===== src/rtl/tx_fault_response_pkg.sv =====
// Shared XGMII character codes, link-fault codes, FSM encodings and fixed
// ordered-set words for the tx fault response stage.
package tx_fault_response_pkg;

  localparam logic [7:0] XGMII_IDLE  = 8'h07;
  localparam logic [7:0] XGMII_START = 8'hFB;
  localparam logic [7:0] XGMII_TERM  = 8'hFD;
  localparam logic [7:0] XGMII_SEQ   = 8'h9C;

  localparam logic [1:0] LINK_FAULT_OK     = 2'd0;
  localparam logic [1:0] LINK_FAULT_LOCAL  = 2'd1;
  localparam logic [1:0] LINK_FAULT_REMOTE = 2'd2;

  localparam logic [1:0] ST_NORMAL    = 2'd0;
  localparam logic [1:0] ST_SEND_RF   = 2'd1;
  localparam logic [1:0] ST_SEND_IDLE = 2'd2;

  localparam logic [63:0] IDLE_WORD = {8{XGMII_IDLE}};
  localparam logic [7:0]  IDLE_CTL  = 8'hFF;
  // Remote Fault sequence ordered set repeated in both 4-lane columns
  localparam logic [63:0] RF_WORD   = {2{8'h02, 8'h00, 8'h00, XGMII_SEQ}};
  localparam logic [7:0]  RF_CTL    = 8'h11;

  function automatic logic [2:0] lowest_lane(input logic [7:0] hits);
    logic [2:0] lane;
    casez (hits)
      8'b???????1: lane = 3'd0;
      8'b??????10: lane = 3'd1;
      8'b?????100: lane = 3'd2;
      8'b????1000: lane = 3'd3;
      8'b???10000: lane = 3'd4;
      8'b??100000: lane = 3'd5;
      8'b?1000000: lane = 3'd6;
      8'b10000000: lane = 3'd7;
      default:     lane = 3'd0;
    endcase
    return lane;
  endfunction

  function automatic logic [1:0] fault_state(input logic [1:0] target);
    logic [1:0] st;
    case (target)
      LINK_FAULT_LOCAL:  st = ST_SEND_RF;
      LINK_FAULT_REMOTE: st = ST_SEND_IDLE;
      default:           st = ST_NORMAL;
    endcase
    return st;
  endfunction

endpackage


===== src/rtl/tx_frame_tracker.sv =====
// START/TERM lane decode of the current tx word and the in_frame register;
// boundary is high when the current word does not sit inside a frame.
module tx_frame_tracker
  import tx_fault_response_pkg::*;
(
  input  logic        clk,
  input  logic        rst_n,
  input  logic [63:0] txd,
  input  logic [7:0]  txc,
  output logic        boundary,
  output logic        start_q
);

  logic       in_frame_r;
  logic       in_frame_next_s;
  logic       start0_s;
  logic       start4_s;
  logic [7:0] term_hit_s;
  logic       term_any_s;
  logic [2:0] term_lane_s;
  logic [2:0] start_lane_s;

  // Character decode and next in_frame value
  always_comb begin
    start0_s = txc[0] && (txd[7:0] == XGMII_START);
    start4_s = txc[4] && (txd[39:32] == XGMII_START);
    for (int k = 0; k < 8; k++) begin
      term_hit_s[k] = txc[k] && (txd[8*k +: 8] == XGMII_TERM);
    end
    term_any_s   = |term_hit_s;
    term_lane_s  = lowest_lane(term_hit_s);
    start_lane_s = start4_s ? 3'd4 : 3'd0;
    start_q      = start0_s || start4_s;
    // A START after the TERM in the same word opens a new frame
    if (start_q && (!term_any_s || (start_lane_s > term_lane_s))) begin
      in_frame_next_s = 1'b1;
    end else if (term_any_s) begin
      in_frame_next_s = 1'b0;
    end else begin
      in_frame_next_s = in_frame_r;
    end
    boundary = !in_frame_r;
  end

  // in_frame state register
  always_ff @(posedge clk or negedge rst_n) begin
    if (!rst_n) begin
      in_frame_r <= 1'b0;
    end else begin
      in_frame_r <= in_frame_next_s;
    end
  end

endmodule


===== src/rtl/tx_fault_response.sv =====
// Clause 46 tx reconciliation: replaces tx traffic with Remote Fault or idle
// while a fault is reported, switching in and out only at frame boundaries.
module tx_fault_response
  import tx_fault_response_pkg::*;
#(
  parameter int HOLD_CYCLES = 64
) (
  input  logic        clk_xgmii_tx,
  input  logic        reset_xgmii_tx_n,
  input  logic        status_local_fault_ctx,
  input  logic        status_remote_fault_ctx,
  input  logic [63:0] txd_in,
  input  logic [7:0]  txc_in,
  output logic [63:0] xgmii_txd,
  output logic [7:0]  xgmii_txc,
  output logic        fault_rsp_rf,
  output logic        fault_rsp_idle,
  output logic        frame_drop
);

  localparam int              HOLD_W    = $clog2(HOLD_CYCLES + 1);
  localparam logic [HOLD_W-1:0] HOLD_LOAD = HOLD_W'(HOLD_CYCLES);
  localparam logic [HOLD_W-1:0] HOLD_ZERO = {HOLD_W{1'b0}};

  logic              boundary_s;
  logic              start_q_s;
  logic [1:0]        target_s;
  logic [1:0]        state_r;
  logic [1:0]        next_state_s;
  logic [HOLD_W-1:0] hold_cnt_r;
  logic [HOLD_W-1:0] hold_next_s;
  logic [63:0]       txd_next_s;
  logic [7:0]        txc_next_s;
  logic              drop_next_s;

  tx_frame_tracker u_tracker (
    .clk      (clk_xgmii_tx),
    .rst_n    (reset_xgmii_tx_n),
    .txd      (txd_in),
    .txc      (txc_in),
    .boundary (boundary_s),
    .start_q  (start_q_s)
  );

  // Fault target and FSM next state / hold counter
  always_comb begin
    if (status_local_fault_ctx) begin
      target_s = LINK_FAULT_LOCAL;
    end else if (status_remote_fault_ctx) begin
      target_s = LINK_FAULT_REMOTE;
    end else begin
      target_s = LINK_FAULT_OK;
    end
    next_state_s = state_r;
    hold_next_s  = hold_cnt_r;
    case (state_r)
      ST_NORMAL: begin
        if ((target_s != LINK_FAULT_OK) && boundary_s) begin
          next_state_s = fault_state(target_s);
          hold_next_s  = HOLD_LOAD;
        end else begin
          next_state_s = ST_NORMAL;
          hold_next_s  = hold_cnt_r;
        end
      end
      ST_SEND_RF, ST_SEND_IDLE: begin
        if (target_s != LINK_FAULT_OK) begin
          next_state_s = fault_state(target_s);
          hold_next_s  = HOLD_LOAD;
        end else if ((hold_cnt_r == HOLD_ZERO) && boundary_s) begin
          next_state_s = ST_NORMAL;
          hold_next_s  = HOLD_ZERO;
        end else begin
          // Without a boundary the rest of the suppressed frame stays hidden
          next_state_s = state_r;
          hold_next_s  = (hold_cnt_r == HOLD_ZERO) ? HOLD_ZERO : hold_cnt_r - HOLD_W'(1);
        end
      end
      default: begin
        next_state_s = ST_NORMAL;
        hold_next_s  = HOLD_ZERO;
      end
    endcase
  end

  // Output word selection follows the state this word is handled in
  always_comb begin
    case (next_state_s)
      ST_NORMAL: begin
        txd_next_s = txd_in;
        txc_next_s = txc_in;
      end
      ST_SEND_RF: begin
        txd_next_s = RF_WORD;
        txc_next_s = RF_CTL;
      end
      ST_SEND_IDLE: begin
        txd_next_s = IDLE_WORD;
        txc_next_s = IDLE_CTL;
      end
      default: begin
        txd_next_s = IDLE_WORD;
        txc_next_s = IDLE_CTL;
      end
    endcase
    drop_next_s = start_q_s && (next_state_s != ST_NORMAL);
  end

  // State, hold counter and registered outputs
  always_ff @(posedge clk_xgmii_tx or negedge reset_xgmii_tx_n) begin
    if (!reset_xgmii_tx_n) begin
      state_r        <= ST_NORMAL;
      hold_cnt_r     <= HOLD_ZERO;
      xgmii_txd      <= IDLE_WORD;
      xgmii_txc      <= IDLE_CTL;
      fault_rsp_rf   <= 1'b0;
      fault_rsp_idle <= 1'b0;
      frame_drop     <= 1'b0;
    end else begin
      state_r        <= next_state_s;
      hold_cnt_r     <= hold_next_s;
      xgmii_txd      <= txd_next_s;
      xgmii_txc      <= txc_next_s;
      fault_rsp_rf   <= (next_state_s == ST_SEND_RF);
      fault_rsp_idle <= (next_state_s == ST_SEND_IDLE);
      frame_drop     <= drop_next_s;
    end
  end

endmodule


===== config.mk =====
export PLATFORM = sky130hd
export DESIGN_NAME = tx_fault_response
export DESIGN_NICKNAME = d
export VERILOG_FILES = /design/src/rtl/tx_fault_response_pkg.sv /design/src/rtl/tx_frame_tracker.sv /design/src/rtl/tx_fault_response.sv
export SDC_FILE = /design/constraint.sdc
export NUM_CORES = 1
export LEC_CHECK = 0
export CORE_ASPECT_RATIO = 1.75
export CORE_MARGIN = 5
export CORE_UTILIZATION = 45
export CTS_CLUSTER_SIZE = 24
export DETAILED_ROUTE_END_ITERATION = 10
export PLACE_DENSITY = 0.86
export SYNTH_ARGS = -nofsm -noshare
export SYNTH_HDL_FRONTEND = slang
export SYNTH_SLANG_ARGS = --single-unit

===== constraint.sdc =====
create_clock -name clk_xgmii_tx -period 4.4 [get_ports clk_xgmii_tx]
set_clock_uncertainty 0.15 [all_clocks]
set_input_delay 0.66 -clock clk_xgmii_tx [delete_from_list [all_inputs] [get_ports clk_xgmii_tx]]
set_output_delay 0.66 -clock clk_xgmii_tx [all_outputs]
set_load 0.02 [all_outputs]

==> results of run 1 <==
==> critical path: stages, from the launching register on <==
cell	delay, ns
dfrtp_1	0.43
inv_1	0.10
ha_1	0.17
or4b_4	0.49
o311ai_2	0.22
a211o_2	0.52
inv_2	0.22
nor2_4	0.60
and2_1	0.23
==> cell type report <==
class / count / area (um^2) / share of cell area [%]
clock inverter: 1 / 30.0 / 0.580
timing repair buffer: 151 / 1510 / 29.1
inverter: 11 / 41.3 / 0.797
sequential: 85 / 2170 / 41.9
tap: 86 / 108 / 2.08
multi-input combinational: 162 / 1060 / 20.4
clock buffer: 15 / 268 / 5.17
==> layer usage <==
metal / wire length [um] / part of all wire (%) / global-route usage [%] / vias up
li1: - / - / - / 1229
met1: 3260 / 33 / 20.8 / 1344
met2: 5470 / 56 / 37.9 / 110
met3: 559 / 5.7 / 5.82 / 30
met4: 461 / 4.7 / 12.6 / 0
met5: 0 / 0 / 0 / -
==> per-stage QoR <==
step / cells / cell area, um^2 / hold WS [ns] / setup slack, ns / utilization, %
floorplan: 269 / 3350 / 0.214 / 2.19 / -
global placement: 495 / 4880 / 0.317 / 1.32 / 67.5
detailed placement: 495 / 4880 / 0.358 / 1.15 / 67.5
CTS: 511 / 5180 / 0.370 / 1.16 / 71.6
global route: 511 / 5180 / 0.390 / 0.906 / 71.6
finish: 511 / 5180 / 0.340 / 1.18 / 71.6
==> cell families (layout without fill, tap and decap cells) <==
family | count (synthesis) | after routing | synth area share [%]
AO/OA/AOI/OAI | 52 | 52 | 11.8
adder cells (fa/ha/maj) | 4 | 4 | 1.49
buffers and inverters | 22 | 178 | 3.70
flip-flops | 85 | 85 | 64.7
AND/OR/NAND/NOR | 106 | 106 | 18.2
==> where the power goes <==
| part | switching, mW | internal (mW) |
|---|---|---|
| Combinational | 0.873 | 0.764 |
| Clock | 0.286 | 0.472 |
| Sequential | 0.114 | 1.18 |
==> synth_stat cells (2+ instances only) <==
| cell type | count |
|---|---|
| nand3_1 | 7 |
| or4_1 | 2 |
| nor2_1 | 18 |
| buf_2 | 3 |
| nor4_1 | 5 |
| nor4b_1 | 2 |
| or3_1 | 5 |
| nand2_1 | 9 |
| dfrtp_1 | 53 |
| a31oi_1 | 3 |
| inv_1 | 10 |
| clkbuf_1 | 2 |
| nor3b_1 | 2 |
| buf_4 | 2 |
| buf_6 | 4 |
| or2_2 | 2 |
| and2_1 | 35 |
| a21o_1 | 26 |
| dfstp_2 | 32 |
| o21ai_0 | 11 |
| nand4_1 | 9 |
| ha_1 | 4 |
| nand2b_1 | 3 |
| nor3_1 | 2 |
==> state kept, by name (all words and copies together), names as in the netlist <==
name and flops:
fault_rsp_rf 1, xgmii_txd 64, xgmii_txc 8, state_r 2, frame_drop 1, fault_rsp_idle 1, u_tracker.in_frame_r 1, hold_cnt_r 7
==> worst min path at each step <==
stage                              start  slack, ns                        end
2_1_floorplan           reset_xgmii_tx_n       0.21   fault_rsp_idle$_DFF_PN0_
3_3_place_gp   hold_cnt_r[3]$_DFFE_PN0P_       0.32  hold_cnt_r[3]$_DFFE_PN0P_
3_5_place_dp   hold_cnt_r[3]$_DFFE_PN0P_       0.36  hold_cnt_r[3]$_DFFE_PN0P_
4_1_cts        hold_cnt_r[3]$_DFFE_PN0P_       0.37  hold_cnt_r[3]$_DFFE_PN0P_
5_1_grt        hold_cnt_r[3]$_DFFE_PN0P_       0.39  hold_cnt_r[3]$_DFFE_PN0P_
6_report                reset_xgmii_tx_n       0.34    xgmii_txd[38]$_DFF_PN0_
==> cells in the final DEF, fill, tap and decap left out, types with 2 or more instances in the layout <==
cell	instances
a21o_1	26
a31oi_1	3
and2_1	35
buf_4	2
clkbuf_1	4
clkbuf_16	9
clkbuf_8	2
clkdlybuf4s50_1	149
dfrtp_1	53
dfstp_2	32
ha_1	4
inv_1	10
nand2_1	9
nand2b_1	3
nand3_1	7
nand4_1	9
nor2_1	18
nor3_1	2
nor3b_1	2
nor4_1	5
nor4b_1	2
o21ai_0	11
or2_2	2
or3_1	5
or4_1	2
==> out/metrics.yaml, run 1 <==
floorplan:
  core_um2: 7230
  die_w_um: 75.2
  ios: 151
  dieArea_um2: 9330
  fp-row-count: 41
  die_h_um: 124
  initial_utilization_pct: 46.3
detailed_routing:
  dr.first_iter.drc_count: 113
  wl_per_cell_um: 19.1
  drtPass1Iterations: 4
  drc: 0
  dr_total_vias: 2713
  wl_mm: 9.76
  antenna_left: 0
  via_per_inst: 5.31
yosys:
  synthArstFlopShare_pct: 100
  ys_seq_elements: 85
  synthTopCellsByArea: "dfrtp_1 (40%), dfstp_2 (25%), and2_1 (6.5%), a21o_1 (5.8%), nor2_1 (2.0%)"
  synth_seq_area_share_pct: 64.7
  ys_types: 42
  synth-main-ff-cell: "dfrtp_1"
  synth_warnings: 0
  avgSynthCellArea_um2: 12.4
  syn-cell-area_um2: 3350
  syn_inst: 269
  synth_top_area_cell: "dfrtp_1"
  syn_nets: 349
  synth_edf_count: 0
  synth_top_area_share_pct: 39.6
pwr:
  p_leak_nw: 2.26
  irDropWorstVdd_v: 0.000381
  power_density_nw_per_um2: 712
  power_mw: 3.69
setup_path:
  worst_r2r_path_depth: 8
  crit_fanout: 37
  cp-start-kind: "register"
  cp_data_required_time_ns: 4.52
  rrSetupSlack_ns: 1.18
  reg2reg_from: "hold_cnt_r[0]$_DFFE_PN0P_"
  r2r-end: "xgmii_txd[63]$_DFF_PN0_"
  worst-endpoint-arrival_ns: 3.34
  path_class: "reg2reg"
  end_kind: "register"
  critical_path.endpoint: "xgmii_txd[63]$_DFF_PN0_"
  critPathLaunch: "hold_cnt_r[0]$_DFFE_PN0P_"
finish:
  areaGrowthSynthToFinish_pct: 54.6
  antennaDiodeCount: 0
  nNetsFinal: 500
  drive_gt1_share_pct: 12.9
  fillers: 535
clock_network:
  postCtsSetupRepairBufs: 0
  clk_path_buf_depth: 2
  tritoncts: "done"
  cts-root-buf: "clkbuf_16"
  htreeDepth: 3
  cts.reportedPaths.clkPinSlew_ns: 0.06
  cts_sinks: 85
  clkLatencyLatePin_ns: 0.34
  cts-buffers-inserted: 9
  ctsResizeCount: 0
  cts_hold_buf: 0
min_path:
  hp-class: "in2async"
timing:
  fmax_ghz: 0.310
  timing.setup.tns_ns: 0
  rsz0062_at_grt: "no"
  maxSlewHeadroom_pct: 30.9
  fin_crit_sh_pct: 73.3
  hold_viol: 0
  finalSetupViolCount: 0
  period_needed_ns: 3.22
  tightest_slew_ns: 1.04
  maxSlewViolCount: 0
global_route:
  overflow: 0
  gr-usage-all-layers_pct: 21.1
  grt_pass1_vias: 2791
  grt_first_pass_wirelength_mm: 14.1
  grt_max_degree: 86
  antenna_found_initial: 0
placed_design:
  hpwlAfterDp_mm: 7.29
  port_buffers: 150
  place_congestion: 0.813
outcome:
  status: "finished clean"
run:
  cap_viol_max_count: 0
No activity file was read; power rests on OpenSTA's default activity.
==> run 2, diff against run 1 <==
--- a/config.mk
+++ b/config.mk
@@ -7,10 +7,10 @@
 export LEC_CHECK = 0
 export CORE_ASPECT_RATIO = 1.75
 export CORE_MARGIN = 5
-export CORE_UTILIZATION = 45
+export CORE_UTILIZATION = 37
 export CTS_CLUSTER_SIZE = 24
 export DETAILED_ROUTE_END_ITERATION = 10
-export PLACE_DENSITY = 0.86
+export PLACE_DENSITY = 0.75
 export SYNTH_ARGS = -nofsm -noshare
 export SYNTH_HDL_FRONTEND = slang
 export SYNTH_SLANG_ARGS = --single-unit
==> constraint.sdc (replaced) <==
create_clock -name clk_xgmii_tx -period 2.8 [get_ports clk_xgmii_tx]
set_clock_uncertainty 0.15 [all_clocks]
set_input_delay 0.42 -clock clk_xgmii_tx [delete_from_list [all_inputs] [get_ports clk_xgmii_tx]]
set_output_delay 0.42 -clock clk_xgmii_tx [all_outputs]
set_load 0.02 [all_outputs]
==> run 2 against run 1 <==
Against the previous run: core utilization is 13 points lower; combinational power is 63% higher; highest routed layer unchanged; fmax grew 30%.
==> out/metrics.yaml, run 2 (same netlist as run 1, synthesis figures left out) <==
timing:
  fin_crit_sh_pct: 88.5  # was 73.3%
  finalSetupViolCount: 0  # unchanged
  setup_ws_ns: 0.322  # was 1.18 ns
  rsz0062_at_grt: "no"  # unchanged
  fmax_ghz: 0.404  # was 0.310 GHz
  maxSlewHeadroom_pct: 41.1  # was 30.9%
  holdWs_ns: 0.0559  # was 0.340 ns
  hold_viol: 0  # unchanged
  period_needed_ns: 2.48  # was 3.22 ns
  maxSlewViolCount: 0  # unchanged
  tightest_slew_ns: 0.883  # was 1.04 ns
  timing.setup.tns_ns: 0  # unchanged
clock_network:
  htreeDepth: 3  # unchanged
  cts_hold_buf: 0  # unchanged
  tritoncts: "done"  # unchanged
  postCtsSetupRepairBufs: 0  # unchanged
  clkLatencyLatePin_ns: 0.33  # was 0.34 ns
  cts-root-buf: "clkbuf_16"  # unchanged
  cts_sinks: 85  # unchanged
  ctsResizeCount: 0  # unchanged
  clk_path_buf_depth: 2  # unchanged
  cts.reportedPaths.clkPinSlew_ns: 0.06  # about the same
  cts-buffers-inserted: 9  # unchanged
finish:
  largest_register_ffs: 64  # unchanged
  layout_common_cells: "clkdlybuf4s50_1 (149), dfrtp_1 (53), and2_1 (35)"  # unchanged
  areaGrowthSynthToFinish_pct: 58.0  # was 54.6%
  fin_cells: 551  # was 511
  reg_top3: "xgmii_txd: 64 flops, xgmii_txc: 8 flops, hold_cnt_r: 7 flops"  # unchanged
  nNetsFinal: 507  # was 500
  antennaDiodeCount: 0  # unchanged
  fillers: 779  # was 535
  drive_gt1_share_pct: 14.6  # was 12.9%
  layout_commonest_cell: "clkdlybuf4s50_1"  # unchanged
  top_register: "xgmii_txd"  # unchanged
placed_design:
  port_buffers: 150  # unchanged
  dp_cells: 536  # was 495
  place_congestion: 0.859  # was 0.813
  dp_slack_ns: 0.333  # was 1.15 ns
  hpwlAfterDp_mm: 7.79  # was 7.29 mm
detailed_routing:
  drtPass1Iterations: 4  # unchanged
  dr.first_iter.drc_count: 111  # was 113
  dr_total_vias: 2707  # was 2,713
  wl_per_cell_um: 18.3  # was 19.1 um
  drc: 0  # unchanged
  wl_mm: 10.1  # was 9.76 mm
  via_per_inst: 4.91  # was 5.31
  antenna_left: 0  # unchanged
setup_path:
  worst-endpoint-arrival_ns: 2.60  # was 3.34 ns
  cp-start-kind: "register"  # unchanged
  crit_fanout: 32  # was 37
  end_kind: "register"  # unchanged
  path_class: "reg2reg"  # unchanged
  cp_data_required_time_ns: 2.92  # was 4.52 ns
floorplan:
  ios: 151  # unchanged
  die_w_um: 81.9  # was 75.2 um
  fp-row-count: 46  # was 41
  initial_utilization_pct: 37.3  # was 46.3%
  die_h_um: 136  # was 124 um
  dieArea_um2: 11100  # was 9330 um^2
  core_um2: 8980  # was 7230 um^2
global_route:
  grt_max_degree: 72  # was 86
  overflow: 0  # unchanged
  antenna_found_initial: 0  # unchanged
  grt_pass1_vias: 2876  # was 2,791
  grt_first_pass_wirelength_mm: 15.3  # was 14.1 mm
  gr-usage-all-layers_pct: 19.0  # was 21.1%
pwr:
  p_sw_share_pct: 34.2  # was 34.5%
  p_leak_nw: 2.30  # was 2.26 nW
  power_density_nw_per_um2: 1110  # was 712 nW/um^2
  power.switching_mw: 2.02  # was 1.27 mW
  power.internal_mw: 3.87  # was 2.41 mW
  seqPwrFrac_pct: 34.4  # was 35.0%
  power_mw: 5.89  # was 3.69 mW
  irDropWorstVdd_v: 0.000564  # was 0.000381 V
  pwr-share-clk_pct: 20.3  # was 20.6%
  pwr-share-comb_pct: 45.3  # was 44.4%
outcome:
  status: "finished clean"  # unchanged
run:
  cap_viol_max_count: 0  # unchanged
min_path:
  hp-class: "in2async"  # unchanged
run 2: cell count changes in the layout (fill, tap and decap cells not counted):
cell	delta
clkbuf_1	-2
clkbuf_8	+1
buf_12	+1
buf_4	+6
run 2: power groups by stage:
stage | Clock, mW | Sequential, mW | Combinational [mW]
2_1_floorplan | 0 | 2.63 | 0.809
3_3_place_gp | 0 | 2.04 | 2.63
3_5_place_dp | 0 | 2.05 | 2.69
4_1_cts | 1.23 | 2.03 | 2.70
5_1_grt | 1.29 | 2.07 | 2.84
6_report | 1.20 | 2.02 | 2.67
run 2: worst paths after layout:
kind | startpoint | end | slack [ns] | depth (start not counted)
max | hold_cnt_r[0]$_DFFE_PN0P_ | xgmii_txd[20]$_DFF_PN0_ | 0.32 | 9
min | reset_xgmii_tx_n | xgmii_txd[38]$_DFF_PN0_ | 0.06 | 1
max reg2reg | hold_cnt_r[0]$_DFFE_PN0P_ | xgmii_txd[20]$_DFF_PN0_ | 0.32 | 9
min reg2reg | hold_cnt_r[3]$_DFFE_PN0P_ | hold_cnt_r[3]$_DFFE_PN0P_ | 0.38 | 2
max in group asynchronous | reset_xgmii_tx_n | xgmii_txd[50]$_DFF_PN1_ | 1.66 | 2
min in group clk_xgmii_tx | hold_cnt_r[3]$_DFFE_PN0P_ | hold_cnt_r[3]$_DFFE_PN0P_ | 0.38 | 2
run 2: critical path, cell delays in order, from the launching register on:
cell      delay (ns)
dfrtp_1         0.43
inv_1           0.11
ha_1            0.16
or4b_4          0.48
o311ai_2        0.22
a211o_2         0.18
inv_2           0.10
nor2_4          0.21
buf_12          0.20
and2_1          0.15
run 2: cell type report:
| cell class | instances | area, um^2 | area share [%] |
|---|---|---|---|
| clock buffer | 14 | 274 | 5.18 |
| clock inverter | 1 | 30.0 | 0.568 |
| inverter | 11 | 41.3 | 0.780 |
| multi-input combinational | 162 | 1060 | 20.0 |
| sequential | 85 | 2170 | 41.0 |
| tap | 120 | 150 | 2.84 |
| timing repair buffer | 158 | 1570 | 29.7 |
run 2: metal layers:
layer | GRT usage [%] | part of all wire, %
met5 | 0 | 0
met4 | 7.86 | 2.9
met3 | 5.57 | 6.2
met2 | 35.0 | 58
met1 | 19.3 | 33
run 2: metrics by stage:
step / util, % / cell area, um^2
after floorplan: - / 3350
after global placement: 55.5 / 4990
after detailed placement: 55.5 / 4990
after CTS: 58.9 / 5290
after global routing: 58.9 / 5290
final: 58.9 / 5290
